**config.mk**
```make
export PLATFORM = sky130hd
export DESIGN_NAME = ro_puf_eval_flat
export DESIGN_NICKNAME = d
export VERILOG_FILES = /design/src/rtl/ro_puf_pkg.sv /design/src/rtl/ro_puf_if.sv /design/src/rtl/ro_edge_counter.sv /design/src/rtl/ro_puf_eval.sv /design/src/flat_wrapper.sv
export SDC_FILE = /design/constraint.sdc
export NUM_CORES = 1
export LEC_CHECK = 0
export ABC_AREA = 1
export BUFFER_PORTS_ARGS = -buffer_cell sky130_fd_sc_hd__buf_2
export CAP_MARGIN = 20
export CORE_MARGIN = 3
export CORE_UTILIZATION = 40
export CTS_CLUSTER_SIZE = 12
export DETAILED_ROUTE_END_ITERATION = 12
export SLEW_MARGIN = 20
export SYNTH_ARGS = -nofsm -noshare
export SYNTH_HDL_FRONTEND = slang
export SYNTH_HIERARCHICAL = 1
export SYNTH_SLANG_ARGS = --single-unit
```
**constraint.sdc**
```tcl
create_clock -name clk -period 2.26 [get_ports clk]
set_clock_uncertainty 0.2 [all_clocks]
set_input_delay 0.226 -clock clk [delete_from_list [all_inputs] [get_ports clk]]
set_output_delay 0.226 -clock clk [all_outputs]
set_load 0.02 [all_outputs]
```
**src/rtl/ro_puf_pkg.sv**
```systemverilog
// Shared types and helpers for the ring-oscillator PUF evaluator.
package ro_puf_pkg;

    typedef enum logic [2:0] {
        IDLE,
        CLEAR,
        SETTLE,
        COUNT,
        CMP
    } state_t;

    localparam int SETTLE_CYC = 2;

    // RO index of pair k relative to a base index; n is a power of two so this is a plain wrap.
    function automatic int pair_idx(input int base, input int k, input int n);
        return (base + k) % n;
    endfunction

endpackage

```
**src/rtl/ro_puf_if.sv**
```systemverilog
// Request/response bundle between the PUF evaluator and its host.
interface ro_puf_if #(
    parameter int SEL_W     = 5,
    parameter int CW        = 16,
    parameter int RESP_BITS = 8
);
    logic                   start;
    logic [2*SEL_W-1:0]     challenge;
    logic                   busy;
    logic                   valid;
    logic [RESP_BITS-1:0]   response;
    logic                   tie;
    logic                   sat;
    logic [CW-1:0]          cnt_a_dbg;
    logic [CW-1:0]          cnt_b_dbg;

    modport master (
        output start, challenge,
        input  busy, valid, response, tie, sat, cnt_a_dbg, cnt_b_dbg
    );

    modport slave (
        input  start, challenge,
        output busy, valid, response, tie, sat, cnt_a_dbg, cnt_b_dbg
    );
endinterface

```
**src/rtl/ro_edge_counter.sv**
```systemverilog
// Synchronises one RO, detects its rising edges and counts them into a saturating counter.
module ro_edge_counter #(
    parameter int CW = 16
) (
    input  logic          clk,
    input  logic          rst_n,
    input  logic          ro,
    input  logic          clr,
    input  logic          en,
    output logic [CW-1:0] cnt,
    output logic          sat
);
    logic sync1;
    logic sync2;
    logic sync2_d;
    logic rise;

    assign rise = sync2 & ~sync2_d;
    assign sat  = &cnt;

    // clr wins over a coincident edge so a fresh window never starts at 1.
    always_ff @(posedge clk or posedge rst_n) begin
        if (rst_n) begin
            sync1   <= 1'b0;
            sync2   <= 1'b0;
            sync2_d <= 1'b0;
            cnt     <= '0;
        end else begin
            sync1   <= ro;
            sync2   <= sync1;
            sync2_d <= sync2;
            if (clr)
                cnt <= '0;
            else if (en && rise && !sat)
                cnt <= cnt + 1'b1;
        end
    end
endmodule

```
**src/rtl/ro_puf_eval.sv**
```systemverilog
// Ring-oscillator PUF evaluator: races RESP_BITS RO pairs and assembles a response.
// Define RO_PUF_MAJORITY_EN to decide each bit by a 3-round majority vote.
module ro_puf_eval
    import ro_puf_pkg::*;
#(
    parameter int N_RO      = 32,
    parameter int SEL_W     = 5,
    parameter int CW        = 16,
    parameter int WIN_CYC   = 1024,
    parameter int RESP_BITS = 8
) (
    input  logic            clk,
    input  logic            rst_n,
    input  logic            ena,
    input  logic [N_RO-1:0] ro_i,
    ro_puf_if.slave         bus
);
    localparam int WW = $clog2(WIN_CYC + 1);
    localparam int KW = (RESP_BITS > 1) ? $clog2(RESP_BITS) : 1;

    state_t                 state;
    logic [WW-1:0]          win_cnt;
    logic [KW-1:0]          k;
    logic [SEL_W-1:0]       idx_a;
    logic [SEL_W-1:0]       idx_b;
    logic [SEL_W-1:0]       sel_a;
    logic [SEL_W-1:0]       sel_b;
    logic [CW-1:0]          cnt_a;
    logic [CW-1:0]          cnt_b;
    logic                   sat_a;
    logic                   sat_b;
    logic                   a_wins;
    logic                   pair_done;
    logic                   bit_val;

    logic                   busy_q;
    logic                   valid_q;
    logic [RESP_BITS-1:0]   resp_q;
    logic                   tie_q;
    logic                   sat_q;
    logic [CW-1:0]          dbg_a_q;
    logic [CW-1:0]          dbg_b_q;

    assign sel_a  = SEL_W'(pair_idx(int'(idx_a), int'(k), N_RO));
    assign sel_b  = SEL_W'(pair_idx(int'(idx_b), int'(k), N_RO));
    assign a_wins = (cnt_a > cnt_b);

`ifdef RO_PUF_MAJORITY_EN
    logic [1:0] round;
    logic [1:0] votes;

    // A tie votes 0; the final round adds its own vote before thresholding.
    assign pair_done = (round == 2'd2);
    assign bit_val   = ((votes + {1'b0, a_wins}) >= 2'd2);
`else
    assign pair_done = 1'b1;
    assign bit_val   = a_wins;
`endif

    ro_edge_counter #(.CW(CW)) u_cnt_a (
        .clk   (clk),
        .rst_n (rst_n),
        .ro    (ro_i[sel_a]),
        .clr   (state == CLEAR),
        .en    (state == COUNT),
        .cnt   (cnt_a),
        .sat   (sat_a)
    );

    ro_edge_counter #(.CW(CW)) u_cnt_b (
        .clk   (clk),
        .rst_n (rst_n),
        .ro    (ro_i[sel_b]),
        .clr   (state == CLEAR),
        .en    (state == COUNT),
        .cnt   (cnt_b),
        .sat   (sat_b)
    );

    always_ff @(posedge clk or posedge rst_n) begin
        if (rst_n) begin
            state   <= IDLE;
            win_cnt <= '0;
            k       <= '0;
            idx_a   <= '0;
            idx_b   <= '0;
            busy_q  <= 1'b0;
            valid_q <= 1'b0;
            resp_q  <= '0;
            tie_q   <= 1'b0;
            sat_q   <= 1'b0;
            dbg_a_q <= '0;
            dbg_b_q <= '0;
`ifdef RO_PUF_MAJORITY_EN
            round   <= '0;
            votes   <= '0;
`endif
        end else if (state != IDLE && !ena) begin
            state  <= IDLE;
            busy_q <= 1'b0;
        end else begin
            case (state)
                IDLE: begin
                    if (bus.start && ena) begin
                        valid_q <= 1'b0;
                        tie_q   <= 1'b0;
                        sat_q   <= 1'b0;
                        resp_q  <= '0;
                        busy_q  <= 1'b1;
                        idx_a   <= bus.challenge[SEL_W-1:0];
                        idx_b   <= bus.challenge[2*SEL_W-1:SEL_W];
                        k       <= '0;
`ifdef RO_PUF_MAJORITY_EN
                        round   <= '0;
                        votes   <= '0;
`endif
                        state   <= CLEAR;
                    end
                end
                CLEAR: begin
                    win_cnt <= WW'(SETTLE_CYC - 1);
                    state   <= SETTLE;
                end
                SETTLE: begin
                    if (win_cnt == '0) begin
                        win_cnt <= WW'(WIN_CYC - 1);
                        state   <= COUNT;
                    end else begin
                        win_cnt <= win_cnt - 1'b1;
                    end
                end
                COUNT: begin
                    if (win_cnt == '0)
                        state <= CMP;
                    else
                        win_cnt <= win_cnt - 1'b1;
                end
                CMP: begin
                    dbg_a_q <= cnt_a;
                    dbg_b_q <= cnt_b;
                    if (cnt_a == cnt_b)
                        tie_q <= 1'b1;
                    if (sat_a || sat_b)
                        sat_q <= 1'b1;
                    if (!pair_done) begin
`ifdef RO_PUF_MAJORITY_EN
                        round <= round + 1'b1;
                        votes <= votes + {1'b0, a_wins};
`endif
                        state <= CLEAR;
                    end else begin
                        for (int i = 0; i < RESP_BITS; i++)
                            if (int'(k) == i)
                                resp_q[i] <= bit_val;
`ifdef RO_PUF_MAJORITY_EN
                        round <= '0;
                        votes <= '0;
`endif
                        if (int'(k) == RESP_BITS - 1) begin
                            valid_q <= 1'b1;
                            busy_q  <= 1'b0;
                            state   <= IDLE;
                        end else begin
                            k     <= k + 1'b1;
                            state <= CLEAR;
                        end
                    end
                end
                default: state <= IDLE;
            endcase
        end
    end

    assign bus.busy      = busy_q;
    assign bus.valid     = valid_q;
    assign bus.response  = resp_q;
    assign bus.tie       = tie_q;
    assign bus.sat       = sat_q;
    assign bus.cnt_a_dbg = dbg_a_q;
    assign bus.cnt_b_dbg = dbg_b_q;
endmodule

```
**src/flat_wrapper.sv**
```systemverilog
// flat-port wrapper written by rule: the top's interface ports become plain ports
module ro_puf_eval_flat import ro_puf_pkg::*;
#(
    parameter int N_RO      = 32,
    parameter int SEL_W     = 5,
    parameter int CW        = 16,
    parameter int WIN_CYC   = 1024,
    parameter int RESP_BITS = 8
)
  (clk, rst_n, ena, ro_i, bus_start, bus_challenge, bus_busy, bus_valid, bus_response, bus_tie, bus_sat, bus_cnt_a_dbg, bus_cnt_b_dbg);
  ro_puf_if #(.SEL_W(SEL_W), .CW(CW), .RESP_BITS(RESP_BITS)) bus_i ();
  input  logic clk;
  input  logic rst_n;
  input  logic ena;
  input  logic [N_RO-1:0] ro_i;
  input wire logic [$bits(bus_i.start)-1:0] bus_start;
  input wire logic [$bits(bus_i.challenge)-1:0] bus_challenge;
  output wire logic [$bits(bus_i.busy)-1:0] bus_busy;
  output wire logic [$bits(bus_i.valid)-1:0] bus_valid;
  output wire logic [$bits(bus_i.response)-1:0] bus_response;
  output wire logic [$bits(bus_i.tie)-1:0] bus_tie;
  output wire logic [$bits(bus_i.sat)-1:0] bus_sat;
  output wire logic [$bits(bus_i.cnt_a_dbg)-1:0] bus_cnt_a_dbg;
  output wire logic [$bits(bus_i.cnt_b_dbg)-1:0] bus_cnt_b_dbg;
  assign bus_i.start = bus_start;
  assign bus_i.challenge = bus_challenge;
  assign bus_busy = bus_i.busy;
  assign bus_valid = bus_i.valid;
  assign bus_response = bus_i.response;
  assign bus_tie = bus_i.tie;
  assign bus_sat = bus_i.sat;
  assign bus_cnt_a_dbg = bus_i.cnt_a_dbg;
  assign bus_cnt_b_dbg = bus_i.cnt_b_dbg;
  ro_puf_eval #(.N_RO(N_RO), .SEL_W(SEL_W), .CW(CW), .WIN_CYC(WIN_CYC), .RESP_BITS(RESP_BITS)) u_core (.clk(clk), .rst_n(rst_n), .ena(ena), .ro_i(ro_i), .bus(bus_i));
endmodule
```
==> results.json <==
{
  "hold_viol": 0,
  "rsz0062_at_grt": "yes",
  "core_area_um2": 16200,
  "clk_pin_slew_worst_paths_ps": 70,
  "viasPerCell": 4.86,
  "drc": 0,
  "die_x_um": 136,
  "yosys_warnings": 6,
  "syn_to_final_growth_pct": 18.4,
  "n_antenna_cell": 0,
  "row_count": 46,
  "fin_setup_tns_ps": 0,
  "synth.ff_latch_count": 109,
  "wire_per_inst_um": 13.2,
  "leakagePower_nw": 4.33,
  "ios": 90,
  "ys_seq_area_frac": 0.402,
  "cp_data_arrival_time_ps": 2180,
  "drt-pass1-iter-count": 6,
  "cp_max_fo": 5,
  "design_area_um2": 8040,
  "fin_crit_sh": 0.949,
  "power.density_nw_per_um2": 896,
  "cts.sinks": 109,
  "clk_path_buf_depth": 2,
  "dp_cells": 1241,
  "cts_buffers": 9,
  "start_util": 0.418,
  "fillCellCount": 1696,
  "finalSetupViolations": 0,
  "r2r_slack_ps": 110,
  "fin_crit_ps": 2150,
  "grt_first_pass_wirelength_um": 28400,
  "hold_end": "u_core/k[2]",
  "nets": 1128,
  "synth_cells": 928,
  "max_freq_ghz": 0.466,
  "die_h_um": 136,
  "syn_nets": 1008,
  "dp_hpwl_um": 12700,
  "synth_top_area_cell": "dfrtp_1",
  "detailroute.via_count": 6167,
  "gp_congestion": 0.864,
  "path_class": "flop to flop",
  "critPathRequiredTime_ps": 2300,
  "startpoint_type": "flop",
  "grt_usage": 0.189,
  "postRouteAntennaNets": 0,
  "grt_max_degree": 52,
  "cp-end-kind": "flop",
  "maxSlewHeadroom": 0.480,
  "portBuffers": 89,
  "wl_um": 16700,
  "syn_area_um2": 6790,
  "dieArea_um2": 18600,
  "drtIter0Drc": 375,
  "r2r_start": "u_core/k[0]",
  "layout-drive-gt1-share": 0.167,
  "netlist_top_cells_area": "dfrtp_1, nand2_1, ha_1, inv_1, nand3_1",
  "drv_cap": 0,
  "status": "completed",
  "htree_levels": 3,
  "cts-root-buf": "clkbuf_16",
  "hp-start": "ena",
  "r2r-end": "u_core/u_cnt_b/sync1",
  "ff2ff_path_depth": 10,
  "cts_tree": "done",
  "antenna_found_initial": 0,
  "avgSynthCellArea_um2": 7.31,
  "final_cells": 1269,
  "insertion_delay_ps": 360,
  "postCtsSetupRepairBufs": 0,
  "synth.distinct_cells": 38,
  "final_critical_path_setup_slack_ps": 115,
  "drv_slew": 0,
  "grt-ovfl-total": 0,
  "post_dp_cell_area_um2": 7610,
  "tightest_slew_ps": 780,
  "hold_path.class": "primary input to flop",
  "grt_pass1_vias": 5996,
  "hold_depth": 3,
  "post-place-ws_ps": 79.2,
  "vdd_drop_max_mv": 0.477,
  "yosysTopAreaCellShare": 0.402
}
## timing repair
action	in CTS	in global routing
endpoints found under the setup margin	0	10
resized for setup	0	8
hold endpoints to repair	68	0
hold buffers	11	0
## synthesized netlist by cell type, drive strengths merged
master,number
nand4,14
xnor2,4
a21oi,22
inv,108
nand2b,5
clkbuf,5
dfrtp,109
buf,14
nor2,70
a31oi,1
ha,32
nand3,68
nand3b,6
fa,2
o21bai,2
nor4,1
nor3,13
a21boi,1
o21ai,72
nand2,342
o211ai,21
o22ai,2
or2,4
xor2,10
## logic make-up (layout without fill, tap and decap cells)
logic type / after synthesis / count (layout) / synth area share
AOI/OAI and AO/OA: 121 / 121 / 0.100
xor gates and xnor gates: 14 / 14 / 0.0181
adders and majority gates: 34 / 34 / 0.0649
buffers and inverters: 127 / 252 / 0.0763
DFF: 109 / 109 / 0.402
and+or+nand+nor: 523 / 523 / 0.339
## registers in the layout (all words and copies together), names as in the netlist, 3 cells and up
signal / cells
u_core/k: 3
u_core/bus.cnt_a_dbg: 16
u_core/state: 3
u_core/bus.cnt_b_dbg: 16
u_core/idx_a: 5
u_core/idx_b: 5
u_core/win_cnt: 11
u_core/bus.response: 8
u_core/u_cnt_a/cnt: 16
u_core/u_cnt_b/cnt: 16
## per-stage QoR
step | hold slack [ps] | total power [mW] | util
floorplan | -22.9 | 4.85 | -
global placement | 88.8 | 5.61 | 0.469
detailed placement | 94.8 | 5.62 | 0.469
CTS | 85.1 | 7.23 | 0.494
global route | 107 | 7.85 | 0.495
finish | 108 | 7.20 | 0.495
## worst max-delay path: stages (launching register included)
cell and delay (ps):
dfrtp_1 400, ha_1 240, fa_2 600, buf_6 130
a21oi_1 40, o21ai_0 70, nand2_1 90, nand2_1 70
nand3_1 60, nand3_1 70, nand2_1 60
## final cells by class
cell class	instances	area (um2)	area share
clock buffers	10	229	0.0285
clock inverters	6	63.8	0.00794
inverters	108	408	0.0507
multi-input cells	692	3560	0.442
flip-flops and latches	109	2730	0.339
well taps	216	270	0.0336
repair buffers	128	783	0.0974
## per-layer routing
layer  wire length [um]  GRT usage
met1               7970      0.250
met2               7880      0.320
met3                623     0.0348
met4                223     0.0510
met5                  0          0
## power by group
part | internal [mW] | switching [mW]
clock | 0.858 | 0.708
sequential | 2.31 | 0.241
combinational | 1.13 | 1.96
total | 4.30 | 2.91
## worst max path at each step
| stage | startpoint | end | slack [ps] | cells after the start |
|---|---|---|---|---|
| 3_5_place_dp | u_core/u_cnt_b/cnt[12] | u_core/bus.response[2] | 80 | 9 |
| 6_report | u_core/k[0] | u_core/u_cnt_b/sync1 | 110 | 10 |
| 5_1_grt | u_core/k[0] | u_core/u_cnt_a/sync1 | -10 | 10 |
| 3_3_place_gp | u_core/k[0] | u_core/u_cnt_b/sync1 | 150 | 9 |
| 2_1_floorplan | rst_n | u_core/bus.busy | 40 | 1 |
| 4_1_cts | u_core/u_cnt_b/cnt[12] | u_core/bus.response[4] | 60 | 9 |
## cells in the final DEF (no fill, tap or decap), drive strengths merged
master / instances
xnor2: 4
a31oi: 1
bufinv: 1
o211ai: 21
buf: 117
or2: 4
o21ai: 72
nor2: 70
clkinv: 3
clkbuf: 10
nand3: 68
nor3: 13
nand2b: 5
nor4: 1
inv: 108
dfrtp: 109
dlygate4sd3: 11
o22ai: 2
fa: 2
nand3b: 6
nand2: 342
o21bai: 2
a21boi: 1
clkinvlp: 2
ha: 32
xor2: 10
a21oi: 22
nand4: 14
Power figures use the tool's default switching activity.
